$ cat src/rtl/pipeline_ctrl_if.sv
// ---------------------------------------------------------------------------
// pipeline_ctrl_if
//   Bundle between the pipeline stages and the stall/flush sequencer.
//   Handshake: request inputs are sampled by the controller on every rising
//   clock edge. stall, busy_div, div_done and bus_timeout are valid in the
//   same cycle as the requests. flush and new_pc are registered and valid
//   for exactly the one cycle after a redirect trigger. There is no
//   ready/back-pressure path; the stages obey stall and flush as given.
//
//   master : pipeline side (drives requests, receives control)
//   slave  : pipeline_ctrl side
// ---------------------------------------------------------------------------
interface pipeline_ctrl_if #(
  parameter int ADDR_W = 32
);
  logic              stallreq_id;
  logic              div_start;
  logic              stallreq_mem;
  logic              excp_req;
  logic              eret_req;
  logic [ADDR_W-1:0] cp0_epc;
  logic [5:0]        stall;
  logic              flush;
  logic [ADDR_W-1:0] new_pc;
  logic              busy_div;
  logic              div_done;
  logic              bus_timeout;

  modport master (
    output stallreq_id, div_start, stallreq_mem, excp_req, eret_req, cp0_epc,
    input  stall, flush, new_pc, busy_div, div_done, bus_timeout
  );

  modport slave (
    input  stallreq_id, div_start, stallreq_mem, excp_req, eret_req, cp0_epc,
    output stall, flush, new_pc, busy_div, div_done, bus_timeout
  );
endinterface

$ cat src/rtl/pipeline_ctrl.sv
// ---------------------------------------------------------------------------
// pipeline_ctrl
//   Central stall/flush sequencer for the 5-stage pipeline.
//   Merges ID/EX/MEM stall requests into one freeze mask, owns the divide
//   busy counter and the bus-wait timeout counter, and sequences the one
//   cycle flush with redirect PC on exception / ERET / bus timeout.
//
// Ports
//   clk          in   rising-edge clock
//   rst          in   asynchronous reset, active high
//   bus          slave side of pipeline_ctrl_if (requests in, control out)
//   o_dbg_state  out  current FSM state (RUN=0, DIV=1, FLUSH=2)
// ---------------------------------------------------------------------------
module pipeline_ctrl #(
  parameter int                ADDR_W      = 32,
  parameter logic [ADDR_W-1:0] EXC_VEC     = 32'h00000020,
  parameter int                DIV_CYCLES  = 32,
  parameter int                MEM_TIMEOUT = 255
) (
  input  logic                 clk,
  input  logic                 rst,
  pipeline_ctrl_if.slave       bus,
  output logic [1:0]           o_dbg_state
);

  localparam int DIV_W = $clog2(DIV_CYCLES + 1);

  typedef enum logic [1:0] {
    RUN   = 2'd0,
    DIV   = 2'd1,
    FLUSH = 2'd2
  } state_t;

  state_t            r_state;
  logic [DIV_W-1:0]  r_div_cnt;
  logic [7:0]        r_mem_cnt;
  logic              r_flush;
  logic [ADDR_W-1:0] r_new_pc;

  logic       w_active;
  logic       w_bus_timeout;
  logic       w_trig;
  logic       w_div_busy;
  logic       w_div_start;
  logic       w_ex_stall;
  logic [5:0] w_stall;

  // Requests are only honoured in RUN/DIV; FLUSH ignores everything.
  assign w_active      = ~rst & (r_state != FLUSH);
  assign w_bus_timeout = w_active & bus.stallreq_mem &
                         (r_mem_cnt == 8'(MEM_TIMEOUT - 1));
  assign w_trig        = w_active &
                         (bus.excp_req | bus.eret_req | w_bus_timeout);
  assign w_div_busy    = (r_state == DIV) & (r_div_cnt != '0);
  // A redirect in the same cycle suppresses the divide start.
  assign w_div_start   = w_active & (r_state == RUN) & bus.div_start & ~w_trig;
  assign w_ex_stall    = w_div_start | w_div_busy;

  always_comb begin
    w_stall = 6'b000000;
    if (w_active) begin
      if (w_trig)                w_stall = 6'b111111;
      else if (bus.stallreq_mem) w_stall = 6'b011111;
      else if (w_ex_stall)       w_stall = 6'b001111;
      else if (bus.stallreq_id)  w_stall = 6'b000111;
    end
  end

  always_ff @(posedge clk or posedge rst) begin
    if (rst) begin
      r_state   <= RUN;
      r_div_cnt <= '0;
      r_mem_cnt <= 8'd0;
      r_flush   <= 1'b0;
      r_new_pc  <= '0;
    end else begin
      case (r_state)
        FLUSH: begin
          r_state   <= RUN;
          r_flush   <= 1'b0;
          r_div_cnt <= '0;
          r_mem_cnt <= 8'd0;
        end
        default: begin
          // Consecutive MEM wait cycles; saturates rather than wrapping.
          if (!bus.stallreq_mem || w_bus_timeout) r_mem_cnt <= 8'd0;
          else if (r_mem_cnt != 8'hFF)            r_mem_cnt <= r_mem_cnt + 8'd1;

          if (w_trig) begin
            r_state   <= FLUSH;
            r_flush   <= 1'b1;
            r_div_cnt <= '0;
            r_new_pc  <= (bus.excp_req | w_bus_timeout) ? EXC_VEC : bus.cp0_epc;
          end else if (r_state == RUN) begin
            if (bus.div_start) begin
              r_state   <= DIV;
              r_div_cnt <= DIV_W'(DIV_CYCLES);
            end
          end else begin
            // DIV: count down, the zero cycle is the div_done cycle.
            if (r_div_cnt != '0) r_div_cnt <= r_div_cnt - DIV_W'(1);
            else                 r_state   <= RUN;
          end
        end
      endcase
    end
  end

  assign bus.stall       = w_stall;
  assign bus.flush       = r_flush;
  assign bus.new_pc      = r_new_pc;
  assign bus.busy_div    = ~rst & w_div_busy;
  assign bus.div_done    = ~rst & (r_state == DIV) & (r_div_cnt == '0) & ~w_trig;
  assign bus.bus_timeout = w_bus_timeout;
  assign o_dbg_state     = r_state;

endmodule

$ cat src/flat_wrapper.sv
// flat-port wrapper written by rule: the top's interface ports become plain ports
module pipeline_ctrl_flat 
#(
  parameter int                ADDR_W      = 32,
  parameter logic [ADDR_W-1:0] EXC_VEC     = 32'h00000020,
  parameter int                DIV_CYCLES  = 32,
  parameter int                MEM_TIMEOUT = 255
)
  (clk, rst, o_dbg_state, bus_stallreq_id, bus_div_start, bus_stallreq_mem, bus_excp_req, bus_eret_req, bus_cp0_epc, bus_stall, bus_flush, bus_new_pc, bus_busy_div, bus_div_done, bus_bus_timeout);
  pipeline_ctrl_if #(.ADDR_W(ADDR_W)) bus_i ();
  input  logic clk;
  input  logic rst;
  output logic [1:0] o_dbg_state;
  input wire logic [$bits(bus_i.stallreq_id)-1:0] bus_stallreq_id;
  input wire logic [$bits(bus_i.div_start)-1:0] bus_div_start;
  input wire logic [$bits(bus_i.stallreq_mem)-1:0] bus_stallreq_mem;
  input wire logic [$bits(bus_i.excp_req)-1:0] bus_excp_req;
  input wire logic [$bits(bus_i.eret_req)-1:0] bus_eret_req;
  input wire logic [$bits(bus_i.cp0_epc)-1:0] bus_cp0_epc;
  output wire logic [$bits(bus_i.stall)-1:0] bus_stall;
  output wire logic [$bits(bus_i.flush)-1:0] bus_flush;
  output wire logic [$bits(bus_i.new_pc)-1:0] bus_new_pc;
  output wire logic [$bits(bus_i.busy_div)-1:0] bus_busy_div;
  output wire logic [$bits(bus_i.div_done)-1:0] bus_div_done;
  output wire logic [$bits(bus_i.bus_timeout)-1:0] bus_bus_timeout;
  assign bus_i.stallreq_id = bus_stallreq_id;
  assign bus_i.div_start = bus_div_start;
  assign bus_i.stallreq_mem = bus_stallreq_mem;
  assign bus_i.excp_req = bus_excp_req;
  assign bus_i.eret_req = bus_eret_req;
  assign bus_i.cp0_epc = bus_cp0_epc;
  assign bus_stall = bus_i.stall;
  assign bus_flush = bus_i.flush;
  assign bus_new_pc = bus_i.new_pc;
  assign bus_busy_div = bus_i.busy_div;
  assign bus_div_done = bus_i.div_done;
  assign bus_bus_timeout = bus_i.bus_timeout;
  pipeline_ctrl #(.ADDR_W(ADDR_W), .EXC_VEC(EXC_VEC), .DIV_CYCLES(DIV_CYCLES), .MEM_TIMEOUT(MEM_TIMEOUT)) u_core (.clk(clk), .rst(rst), .bus(bus_i), .o_dbg_state(o_dbg_state));
endmodule
$ cat config.mk
export PLATFORM = sky130hd
export DESIGN_NAME = pipeline_ctrl_flat
export DESIGN_NICKNAME = d
export VERILOG_FILES = /design/src/rtl/pipeline_ctrl_if.sv /design/src/rtl/pipeline_ctrl.sv /design/src/flat_wrapper.sv
export SDC_FILE = /design/constraint.sdc
export NUM_CORES = 1
export LEC_CHECK = 0
export CORE_UTILIZATION = 49
export CTS_BUF_LIST = sky130_fd_sc_hd__clkbuf_8
export CTS_CLUSTER_DIAMETER = 60
export DETAILED_ROUTE_END_ITERATION = 10
export MAX_ROUTING_LAYER = met4
export PLACE_DENSITY = 0.95
export SKIP_CTS_REPAIR_TIMING = 1
export SLEW_MARGIN = 20
export SYNTH_ARGS = -nofsm -noshare
export SYNTH_HDL_FRONTEND = slang
export SYNTH_SLANG_ARGS = --single-unit
$ cat constraint.sdc
create_clock -name clk -period 5.7 [get_ports clk]
set_input_delay 0.855 -clock clk [delete_from_list [all_inputs] [get_ports clk]]
set_output_delay 0.855 -clock clk [all_outputs]
set_load 0.03 [all_outputs]
==> flow_summary_export.csv, run 1 <==
group,metric,value,unit
outcome,status,"completed",
yosys,avgSynthCellArea,11.80,um^2
timing,maxSlewViolCount,0,
global_route,grt_max_degree,51,
placed_design,portBuffers,82,
timing,rsz0062_at_grt,"no",
drt,vias,1925,
timing,max-slew-margin-rel,59.36,%
clock_tree,cts_tree,"built",
worst_setup_path,crit_fanout,33,
yosys,synth_area,0.002266,mm^2
drt,drc,0,
timing,fin_tns_setup,0,ps
yosys,synth_top_area_cell,"dfrtp_1",
drt,drt_pass1_iterations,4,
worst_setup_path,worstReg2RegStart,"u_core.r_mem_cnt[0]$_DFFE_PP0P_",
worst_setup_path,crit_required,4850,ps
clock_tree,clock_sink_count,49,
worst_setup_path,cp-start-kind,"primary input",
yosys,yosysMostFrequentCell,"dfrtp_1",
yosys,syn_nets,234,
timing,fin_crit,3957,ps
floorplanning,die_height,70,um
yosys,ys_ff_latch,49,
flow_run,drv_cap,0,
drt,routed_wl,5481,um
global_route,grt_overflow,0,
yosys,synthTopCellsByCount,"49 x dfrtp_1, 31 x a22o_1, 10 x nand2_1",
clock_tree,insertion_delay,300,ps
yosys,ys_seq_area_share,54.11,%
timing,clock_skew,7.924,ps
pwr,p_leak,1.369,nW
timing,fin_crit_sh,69.42,%
yosys,synth_top_area_share,54.11,%
timing,setup_viol,0,
timing,finalHoldViolCount,0,
worst_setup_path,ff2ff_setup_slack,3700,ps
drt,ant_nets,0,
final_layout,drive_gt1_share,8.425,%
clock_tree,cts_buffers,5,
final_layout,final_cells,325,
pwr,powerDensity,398.7,mW/mm^2
yosys,synthArstFlopShare,100.0,%
pwr,ir_drop,0.1879,mV
floorplanning,die_area,0.004900,mm^2
floorplanning,start_util,51.33,%
drt,drt_iter0_drc,189,
global_route,antenna_found_initial,0,
floorplanning,core,0.004414,mm^2
worst_setup_path,crit_top_cell,"clkdlybuf4s50_1",
global_route,grt_pass1_vias,1963,
min_path,hold_start,"u_core.bus.new_pc[1]$_DFFE_PP0P_",
drt,detail_route.vias_per_cell,5.923,
yosys,yosysWarnings,0,
clock_tree,h-tree-depth,2,
drt,wl_per_cell,16.86,um
worst_setup_path,crit_buf_inv,4,
final_layout,nFillCells,287,
worst_setup_path,criticalPathCategory,"primary input to output pin",
worst_setup_path,slowest_delay,700,ps
min_path,whs_path_depth,1,
min_path,min_delay_worst_endpoint,"u_core.bus.new_pc[1]$_DFFE_PP0P_",
worst_setup_path,critPathTopFamily,"buffers and inverters",
yosys,synth_edf_count,0,
worst_setup_path,crit_path_end_kind,"output pin",
clock_tree,cts_root_buffer,"clkbuf_8",
global_route,track_usage,25.52,%
final_layout,fin_util,71.77,%
floorplanning,io_pins,83,
placed_design,gp_congestion,0.8534,
placed_design,dp.cells,318,
yosys,yosysUniqueCellTypes,46,
worst_setup_path,cp.depth,7,
floorplanning,rows,24,
yosys,synth.area.top_cells,"dfrtp_1 54%, a22o_1 12%, buf_6 3.0%",
yosys,postSynthCellCount,192,
final_layout,diodes,0,
floorplanning,dieWidth,70,um
timing,max_freq,0.2527,GHz
final_layout,layout.nets,315,
worst_setup_path,path_cells,"clkdlybuf4s50_1 > nand4_1 > nor2_4 > o21ai_4 > buf_4 > inv_2 > clkdlybuf4s50_1",
clock_tree,clkTransAtPathRegs,80,ps
final_layout,area_growth,39.81,%
global_route,grt_pass1_wl,9515,um
yosys,synth_ff_type,"dfrtp_1",
timing,tightestPinTransition,609.6,ps
clock_tree,clk_path_buf_depth,2,
worst_setup_path,rr_endpoint,"u_core.o_dbg_state[1]$_DFFE_PP0P_",
placed_design,dp_hpwl,3930,um
worst_setup_path,arrival,3100,ps
worst_setup_path,rr_worst_depth,8,
worst_setup_path,slowest_stage,"clkdlybuf4s50_1",
min_path,hp-class,"register to register",
[cell usage in the layout, fill, tap and decap left out, types with 2 or more instances in the layout]
master / instances
a21oi_1: 9
a22o_1: 31
a31oi_1: 8
and3_1: 4
buf_4: 3
clkbuf_8: 6
clkdlybuf4s50_1: 82
dfrtp_1: 49
ha_1: 3
inv_1: 7
inv_2: 2
nand2_1: 10
nand3_1: 6
nand4_1: 3
nor2_1: 8
nor3_1: 5
o21a_1: 2
o21ai_0: 2
o31ai_1: 2
or3_1: 3
or4_1: 2
xnor2_1: 2
[cell families (layout without fill, tap and decap cells)]
group                    after synthesis  count (layout)  synth area share, %
adder cells (fa/ha/maj)                3               3                1.657
buffers and inverters                 20             101                5.742
XOR/XNOR                               2               2               0.7732
flip-flops                            49              49                54.11
multiplexers                           1               1               0.4418
AND/OR/NAND/NOR                       53              53                14.69
AO/OA/AOI/OAI                         64              64                22.58
[flip-flops by register name (all words and copies together), names as in the netlist]
name and count:
u_core.bus.flush 1, u_core.bus.new_pc 32, u_core.o_dbg_state 2, u_core.r_div_cnt 6
u_core.r_mem_cnt 8
[metrics by stage]
| step | power [mW] | setup WS [ps] | hold WS [ps] | cell area (um^2) |
|---|---|---|---|---|
| after global placement | 1.046 | 1811 | 463.8 | 3078 |
| after floorplan | 0.8511 | 1543 | 548.6 | 2266 |
| after CTS | 1.266 | 1710 | 510.0 | 3168 |
| final | 1.263 | 1743 | 509.4 | 3168 |
| after detailed placement | 1.062 | 1708 | 483.3 | 3078 |
| after global routing | 1.334 | 1583 | 526.4 | 3168 |
[area by class of cell]
| type | instances | area, um^2 | share of cell area [%] |
|---|---|---|---|
| clock buffer | 6 | 82.58 | 2.607 |
| clock inverter | 1 | 7.507 | 0.2370 |
| inverter | 9 | 33.78 | 1.066 |
| multi-input combinational | 123 | 909.6 | 28.71 |
| sequential | 49 | 1226 | 38.70 |
| tap | 52 | 65.06 | 2.054 |
| timing repair buffer | 85 | 843.3 | 26.62 |
[worst max-delay path by stage]
stage,start,endpoint,slack [ps]
3_3_place_gp,rst,bus_stall[0],1810
3_5_place_dp,rst,bus_stall[2],1710
6_report,bus_stallreq_mem,bus_stall[5],1740
4_1_cts,rst,bus_stall[2],1710
5_1_grt,rst,bus_stall[2],1580
2_1_floorplan,rst,bus_stall[1],1540
[layer usage]
layer / routed length [um] / vias to the layer above / GRT usage, %
met5: 0 / - / -
met4: 139 / 0 / 10.44
met3: 274 / 15 / 4.762
met2: 2810 / 84 / 40.28
met1: 2257 / 948 / 32.66
li1: - / 878 / -
[where the power goes]
group	switching, mW	internal, mW	leakage, nW
clock network	0.108	0.0959	0.0433
registers	0.0742	0.422	0.651
logic	0.316	0.247	0.675
Power figures use the tool's default switching activity.
==> run 2: changes to the inputs <==
--- a/config.mk
+++ b/config.mk
@@ -5,12 +5,12 @@
 export SDC_FILE = /design/constraint.sdc
 export NUM_CORES = 1
 export LEC_CHECK = 0
-export CORE_UTILIZATION = 49
+export CORE_UTILIZATION = 46
 export CTS_BUF_LIST = sky130_fd_sc_hd__clkbuf_8
 export CTS_CLUSTER_DIAMETER = 60
 export DETAILED_ROUTE_END_ITERATION = 10
 export MAX_ROUTING_LAYER = met4
-export PLACE_DENSITY = 0.95
+export PLACE_DENSITY = 0.94
 export SKIP_CTS_REPAIR_TIMING = 1
 export SLEW_MARGIN = 20
 export SYNTH_ARGS = -nofsm -noshare
==> constraint.sdc (replaced) <==
create_clock -name clk -period 3.95 [get_ports clk]
set_input_delay 0.5925 -clock clk [delete_from_list [all_inputs] [get_ports clk]]
set_output_delay 0.5925 -clock clk [all_outputs]
set_load 0.03 [all_outputs]
==> flow_summary_export.csv, run 2 (same netlist as run 1, synthesis figures left out) <==
group,metric,value,unit
outcome,status,"completed",
timing,finalHoldViolCount,0,
final_layout,diodes,0,
timing,fin_crit_sh,81.87,%
floorplanning,io_pins,83,
global_route,grt_overflow,0,
placed_design,dp_hpwl,3822,um
drt,vias,1848,
final_layout,final_common_cell,"clkdlybuf4s50_1",
floorplanning,dieWidth,72.19,um
final_layout,layout.nets,315,
flow_run,drv_cap,0,
timing,clock_skew,11.23,ps
worst_setup_path,crit_required,3360,ps
clock_tree,h-tree-depth,2,
clock_tree,cts_root_buffer,"clkbuf_8",
clock_tree,cts_tree,"built",
pwr,p_int,1.091,mW
final_layout,seq_area,0.001226,mm^2
timing,maxSlewViolCount,0,
placed_design,dpl_worst_slack,785.3,ps
pwr,swShare,39.94,%
worst_setup_path,crit_fanout,7,
drt,wl_per_cell,15.37,um
pwr,ir_drop,0.2913,mV
timing,max-slew-margin-rel,59.97,%
global_route,grt_pass1_vias,1829,
clock_tree,insertion_delay,300,ps
clock_tree,cts_buffers,5,
drt,routed_wl,5240,um
floorplanning,start_util,47.97,%
final_layout,fin_util,67.47,%
clock_tree,clk_path_buf_depth,2,
floorplanning,die_area,0.005211,mm^2
pwr,switchingPower,0.7254,mW
final_layout,multi_input_area,909.6,um^2
pwr,pwr-share-clk,16.1,%
worst_setup_path,arrival,2640,ps
pwr,power,1.816,mW
final_layout,drive_gt1_share,8.759,%
floorplanning,core,0.004723,mm^2
floorplanning,rows,25,
drt,drc,0,
min_path,hp-class,"register to register",
pwr,powerDensity,569.9,mW/mm^2
timing,rsz0062_at_grt,"no",
pwr,seq_power_share,39.3,%
timing,tightestPinTransition,595.9,ps
worst_setup_path,crit_path_end_kind,"output pin",
final_layout,nFillCells,360,
drt,detail_route.vias_per_cell,5.419,
pwr,p_leak,1.371,nW
worst_setup_path,criticalPathCategory,"register to output pin",
placed_design,portBuffers,82,
global_route,grt_pass1_wl,8631,um
final_layout,largest_reg_flops,32,
global_route,antenna_found_initial,0,
timing,max_freq,0.3092,GHz
global_route,track_usage,22.08,%
final_layout,final_cell_mix,"82 x clkdlybuf4s50_1, 49 x dfrtp_1, 31 x a22o_1, 10 x nand2_1, 9 x a21oi_1",
clock_tree,clkTransAtPathRegs,80,ps
drt,drt_iter0_drc,143,
placed_design,gp_congestion,0.8719,
pwr,power_frac_comb,44.6,%
final_layout,area_growth,40.64,%
timing,fin_crit,3234,ps
floorplanning,die_height,72.19,um
timing,setup_ws,716.1,ps
drt,ant_nets,0,
timing,fin_tns_setup,0,ps
clock_tree,clock_sink_count,49,
worst_setup_path,cp-start-kind,"register",
drt,drt_pass1_iterations,7,
timing,setup_viol,0,
global_route,grt_max_degree,50,
-- run 2: power by group through the flow --
stage / Clock [mW] / Sequential (mW) / Combinational [mW]
after floorplan: 0 / 0.857 / 0.371
after global placement: 0 / 0.715 / 0.792
after detailed placement: 0 / 0.720 / 0.813
after CTS: 0.298 / 0.711 / 0.815
after global routing: 0.323 / 0.731 / 0.873
final: 0.293 / 0.713 / 0.810
-- run 2: worst paths after layout --
path                       slack [ps]  cells past startpoint                             from                                end
max in group asynchronous        2570                      3                              rst   u_core.bus.new_pc[8]$_DFFE_PP0P_
hold reg to reg                   500                      2     u_core.bus.flush$_DFFE_PP0P_       u_core.bus.flush$_DFFE_PP0P_
hold / removal                    500                      2     u_core.bus.flush$_DFFE_PP0P_       u_core.bus.flush$_DFFE_PP0P_
setup reg to reg                 2110                      7  u_core.r_mem_cnt[0]$_DFFE_PP0P_   u_core.bus.new_pc[8]$_DFFE_PP0P_
min in group asynchronous         970                      3                              rst  u_core.o_dbg_state[0]$_DFFE_PP0P_
setup / recovery                  720                      6  u_core.r_div_cnt[0]$_DFFE_PP0P_                       bus_div_done
-- run 2: per-layer routing --
layer | global-route usage [%] | vias up | share of wire [%]
met5 | - | - | 0
met2 | 35.93 | 45 | 52
met4 | 7.625 | 0 | 1.0
met1 | 27.89 | 914 | 43
li1 | - | 884 | -
met3 | 4.028 | 5 | 4.0
-- run 2: worst max-delay path, cell delays in order (launching register included) --
cell             delay (ps)
dfrtp_1                 430
inv_1                    70
ha_1                    240
nor3b_2                 420
nand2_1                 200
nor4_1                  270
clkdlybuf4s50_1         720
-- run 2: area by class of cell --
cell class | instances | area share [%]
multi-input combinational | 123 | 28.54
clock buffer | 5 | 2.159
tap | 67 | 2.631
sequential | 49 | 38.48
clock inverter | 3 | 0.6675
inverter | 9 | 1.060
timing repair buffer | 85 | 26.46
-- run 2: metrics by stage --
stage	cells	cell area (um^2)	hold slack, ps
floorplan	192	2266	548.6
global placement	333	3097	467.8
detailed placement	333	3097	476.1
CTS	341	3187	497.9
global route	341	3187	518.7
finish	341	3187	500.0
==> RTL edit 1 (config.mk and constraints of run 2) <==
`ADDR_W` is set to 32 in 3 places; all go to 24.
--- a/src/rtl/pipeline_ctrl_if.sv
+++ b/src/rtl/pipeline_ctrl_if.sv
@@ -11,7 +11,7 @@
 //   slave  : pipeline_ctrl side
 // ---------------------------------------------------------------------------
 interface pipeline_ctrl_if #(
-  parameter int ADDR_W = 32
+  parameter int ADDR_W = 24
 );
   logic              stallreq_id;
   logic              div_start;
--- a/src/rtl/pipeline_ctrl.sv
+++ b/src/rtl/pipeline_ctrl.sv
@@ -12,7 +12,7 @@
 //   o_dbg_state  out  current FSM state (RUN=0, DIV=1, FLUSH=2)
 // ---------------------------------------------------------------------------
 module pipeline_ctrl #(
-  parameter int                ADDR_W      = 32,
+  parameter int                ADDR_W      = 24,
   parameter logic [ADDR_W-1:0] EXC_VEC     = 32'h00000020,
   parameter int                DIV_CYCLES  = 32,
   parameter int                MEM_TIMEOUT = 255
--- a/src/flat_wrapper.sv
+++ b/src/flat_wrapper.sv
@@ -1,7 +1,7 @@
 // flat-port wrapper written by rule: the top's interface ports become plain ports
 module pipeline_ctrl_flat 
 #(
-  parameter int                ADDR_W      = 32,
+  parameter int                ADDR_W      = 24,
   parameter logic [ADDR_W-1:0] EXC_VEC     = 32'h00000020,
   parameter int                DIV_CYCLES  = 32,
   parameter int                MEM_TIMEOUT = 255
Interface: changed (resized bus_cp0_epc and bus_new_pc); port bits go from 83 to 67. No check against the original RTL was run, so the function may have changed too.
==> RTL edit 1 against run 2 <==
Combinational power increased by 6.3%. Area after synthesis increased by 8.1%. Clock power increased by 17%. Total power increased by 0.98%. Wire length increased by 26%. Sequential cell count decreased by 8. Final area increased by 1.4%. Setup slack improved by 0.078 ns. Die area increased by 7.8%. Largest cell class is now multi-input combinational cells. Critical endpoint is now bus_bus_timeout. Clock skew decreased by 0.0050 ns. Worst hold slack improved by 0.021 ns.
==> RTL edit 1: results (changes against run 2) <==
* Via Count at 2411 (+30%)
* Post-Syn Area per Cell at 9.205 um2 (-22%)
* Met3 Use GR at 0.05489 (+0.01461)
* Top FF cell, synth: dfrtp_1
* Placed Instances at 383 (+15%)
* Clock Skew at 0.006183 ns (-0.005047 ns)
* All-Layer GR Usage at 0.2541 (+0.03329)
* Post-synth top cells: dfrtp_1, a21oi_1, nor2b_1, nand4_1, o31ai_1
* Slew @ Worst Pin at 0.6952 ns (+0.09931 ns)
* Syn_nets at 300 (+28%)
* Sequential area share after synthesis at 0.4190 (-0.1221)
* Initial drt markers at 253 (+77%)
* GR Util met1 at 0.3382 (+0.05935)
* Layout cell share with drive strength beyond 1 at 0.1059 (+0.01833)
* Critical Path Fanout Max at 18 (+11)
* Routed length per instance at 16.91 um (+10%)
* Most area-consuming cells after synthesis: dfrtp_1, o31ai_1, nor2b_1
* Crit-path leading delay family: buffers and inverters
* Max reg flops at 24 (-25%)
* Status: finished, final reports clean
* Vias in the first global route at 2203 (+20%)
* Nets at 354 (+12%)
* CTS root buf: clkbuf_8
* Max stage delay on crit path at 0.68 ns (-0.04 ns)
* Leakage power at 1.286 nW (-6.2%)
* Met2 wire len at 3.218 mm (+19%)
* Wire length on met1 at 2.781 mm (+22%)
* Placed Area at 3115 um2 (+0.61%)
* Worst Path Arrival at 2.56 ns (-0.08 ns)
* Cell variety after synth at 47 (+2.2%)
* Hpwl dp at 4.476 mm (+17%)
* Post-Layout Cell Count at 391 (+15%)
* Largest net degree at the start of global routing at 52 (+4.0%)
* First-pass iteration count of the detailed router at 5 (-2)
* Port Buffers at 66 (-20%)
* First-pass GRT wire length at 10.42 mm (+21%)
* Gp weighted congestion at 0.9177 (+5.3%)
* CTS H-tree depth at 2 (unchanged)
* Met2 usage at 0.3804 (+0.02109)
* Met3 WL at 491 um (+130%)
* Peak VDD IR at 0.3166 mV (+8.7%)
* Placement Setup Slack at 0.8465 ns (+0.06118 ns)
* Syn. warnings at 0 (unchanged)
RTL edit 1: cell count changes after synthesis, moves of 6 or more:
cell | run 2 | this run
o31ai_1 | 2 | 24
nor2b_1 | 0 | 27
nor3_1 | 5 | 11
a21oi_1 | 9 | 27
nand4_1 | 3 | 24
a211oi_1 | 1 | 8
clkbuf_1 | 1 | 16
dfrtp_1 | 49 | 41
a22o_1 | 31 | 0
RTL edit 1: kinds of logic after synthesis:
family	after synthesis	share of synthesized area
compound gates	83	0.2325
buf+inv	35	0.06540
fa+ha+maj	3	0.01533
mux	1	0.004088
flops	41	0.4190
simple gates	103	0.2637
RTL edit 1: power breakdown:
part	switching (mW)	internal [mW]
sequential	0.108	0.521
combinational	0.513	0.349
clock	0.141	0.203
total	0.761	1.07
RTL edit 1: layout make-up:
cell class / instances / area, um2
repair buffers: 75 / 708.2
fillers: 437 / 1876
clock buffers: 6 / 82.58
flip-flops and latches: 41 / 1026
inverters: 7 / 26.28
well taps: 70 / 87.58
clock inverters: 2 / 33.78
multi-input cells: 190 / 1267
RTL edit 1: path summary, 6_finish.rpt:
path	depth (start not counted)	slack, ns	startpoint	to
worst max-delay path	5	0.79	rst	bus_bus_timeout
worst min-delay path	1	0.52	u_core.bus.flush$_DFFE_PP0P_	u_core.bus.flush$_DFFE_PP0P_
min in group asynchronous	2	0.98	rst	u_core.bus.new_pc[13]$_DFFE_PP0P_
worst min register to register	1	0.52	u_core.bus.flush$_DFFE_PP0P_	u_core.bus.flush$_DFFE_PP0P_
worst max register to register	4	1.91	u_core.o_dbg_state[0]$_DFFE_PP0P_	u_core.o_dbg_state[1]$_DFFE_PP0P_
max in group asynchronous	3	2.10	rst	u_core.r_div_cnt[0]$_DFFE_PP0P_
==> RTL edit 2 (flow settings as in run 2) <==
Made on the original files. Reset style: synchronous (`rst`), changed in one clocked block. Comments in the files are not updated.
--- a/src/rtl/pipeline_ctrl.sv
+++ b/src/rtl/pipeline_ctrl.sv
@@ -66,7 +66,7 @@
     end
   end
 
-  always_ff @(posedge clk or posedge rst) begin
+  always_ff @(posedge clk) begin
     if (rst) begin
       r_state   <= RUN;
       r_div_cnt <= '0;
Formal check against the unedited RTL: differs if rst is asserted again (counterexample within 4 cycles, from zero or initial values and one cycle with rst high); with rst held inactive, the same outputs for 10 cycles.
==> RTL edit 2 against run 2 <==
Area after synthesis fell by 16%. Non-clock buffer count fell by 1. Largest cell class unchanged. Wire length fell by 8.8%. Sequential cell count did not move. Critical path type unchanged. Synthesized cell count fell by 3.1%. Final area fell by 11%. Global-route usage barely moved. Setup slack improved by 0.0090 ns.
Power is not compared: it rests on default switching activity, and its combinational part moved more than twofold at a synthesized area within 25%.
==> RTL edit 2: results (changes against run 2) <==
* CTS H-tree depth at 2 (unchanged)
* Slew @ Worst Pin at 0.6472 ns (+0.05128 ns)
* Hpwl dp at 3.404 mm (-11%)
* Worst Path Arrival at 2.63 ns (about the same)
* Post-Layout Cell Count at 317 (-7.0%)
* Post-Syn Area per Cell at 10.26 um2 (-13%)
* First-pass GRT wire length at 7.162 mm (-17%)
* Hold Crit Class: reg -> reg
* Via Count at 1730 (-6.4%)
* Vias in the first global route at 1587 (-13%)
* ANT cells at 0 (unchanged)
* Later-pin clock latency in the skew report at 0.30 ns (about the same)
* Layout cell share with drive strength beyond 1 at 0.05993 (-0.02767)
* Largest net degree at the start of global routing at 33 (-34%)
* Gp weighted congestion at 0.8643 (-0.87%)
* Initial drt markers at 125 (-13%)
* CP max-delay cell: clkdlybuf4s50_1
* Sw Pwr at 0.2702 mW
* Fill count at 318 (-12%)
* All-Layer GR Usage at 0.2205 (-0.0002910)
* Top FF cell, synth: dfxtp_1
* Cell variety after synth at 36 (-22%)
* Antenna violations before repair at 0 (unchanged)
* Max stage delay on crit path at 0.74 ns (+0.02 ns)
* First-pass iteration count of the detailed router at 4 (-3)
* Peak VDD IR at 0.3015 mV
* Sequential area share after synthesis at 0.5141 (-0.02704)
* Placed Area at 2730 um2 (-12%)
* CTS Buffer Depth at 2 (unchanged)
* Leakage power at roughly 1.0 nW
* CTS root buf: clkbuf_8
* Clock Skew at 0.008293 ns (-0.002936 ns)
* Clock Pin Slew Worst Setup and Hold Paths at around 0.090 ns
* Most area-consuming cells after synthesis: dfxtp_1, a22o_1, a21oi_1
* Post-synth top cells: dfxtp_1, a22o_1, a21oi_1, nor2_1
* Syn_nets at 229 (-2.1%)
* Placed Instances at 309 (-7.2%)
* Critical Path Fanout Max at 5 (-2)
* Final wirelength at 4.778 mm (-8.8%)
* Synth async-reset ratio at 0 (-1.000)
* Area growth syn-to-layout at 47.87%
* Status: finished, final reports clean
-- RTL edit 2: routing by layer --
layer	vias to the layer above	track usage	share of wire
met5	-	-	0
met4	0	0.09043	0.026
met3	16	0.05862	0.053
met2	57	0.3827	0.50
met1	811	0.2370	0.42
li1	846	-	-
-- RTL edit 2: final timing paths --
path | start | end | slack (ns) | depth (start not counted)
hold / removal | u_core.bus.new_pc[28]$_SDFFE_PP0P_ | u_core.bus.new_pc[28]$_SDFFE_PP0P_ | 0.48 | 1
hold reg to reg | u_core.bus.new_pc[28]$_SDFFE_PP0P_ | u_core.bus.new_pc[28]$_SDFFE_PP0P_ | 0.48 | 1
setup reg to reg | u_core.o_dbg_state[0]$_SDFFE_PP0P_ | u_core.bus.new_pc[26]$_SDFFE_PP0P_ | 2.09 | 5
setup / recovery | u_core.r_div_cnt[0]$_SDFFE_PP0P_ | bus_stall[2] | 0.73 | 6
-- RTL edit 2: cell families (layout without fill, tap and decap cells) --
| logic type | Yosys count | after routing | share of synthesized area |
|---|---|---|---|
| AND/OR/NAND/NOR | 47 | 47 | 0.1298 |
| AO/OA/AOI/OAI | 60 | 60 | 0.2374 |
| XOR/XNOR | 5 | 5 | 0.02295 |
| multiplexers | 2 | 2 | 0.01180 |
| buffers and inverters | 19 | 100 | 0.05770 |
| adder cells (fa/ha/maj) | 4 | 4 | 0.02623 |
| flip-flops | 49 | 49 | 0.5141 |
-- RTL edit 2: stage by stage --
| step | setup WS [ns] | hold WS, ns |
|---|---|---|
| after floorplan | 1.253 | 0.4663 |
| final | 0.7251 | 0.4808 |
| after global routing | 0.6328 | 0.4982 |
| after global placement | 1.058 | 0.4546 |
| after CTS | 0.7341 | 0.4852 |
| after detailed placement | 0.9602 | 0.4565 |
-- RTL edit 2: area by class of cell --
| class | instances | share of cell area |
|---|---|---|
| Sequential cell | 49 | 0.3477 |
| Tap cell | 50 | 0.02217 |
| Inverter | 8 | 0.01064 |
| Timing Repair Buffer | 84 | 0.2962 |
| Multi-Input combinational cell | 118 | 0.2909 |
| Clock buffer | 5 | 0.02439 |
| Clock inverter | 3 | 0.007982 |
-- RTL edit 2: critical path, delay by kind of cell, from the launching register on --
family,cells,cell delay (ns)
buffers and inverters,2,0.81
and+or+nand+nor,2,0.59
DFF,1,0.37
AOI/OAI and AO/OA,1,0.33
adders and majority gates,1,0.23
-- RTL edit 2: power groups by stage --
stage / sequential (mW) / clock, mW / combinational [mW]
2_1_floorplan: 0.568 / 0 / 0.0585
3_3_place_gp: 0.534 / 0 / 0.177
3_5_place_dp: 0.535 / 0 / 0.180
4_1_cts: 0.524 / 0.299 / 0.181
5_1_grt: 0.526 / 0.322 / 0.190
6_report: 0.524 / 0.292 / 0.181
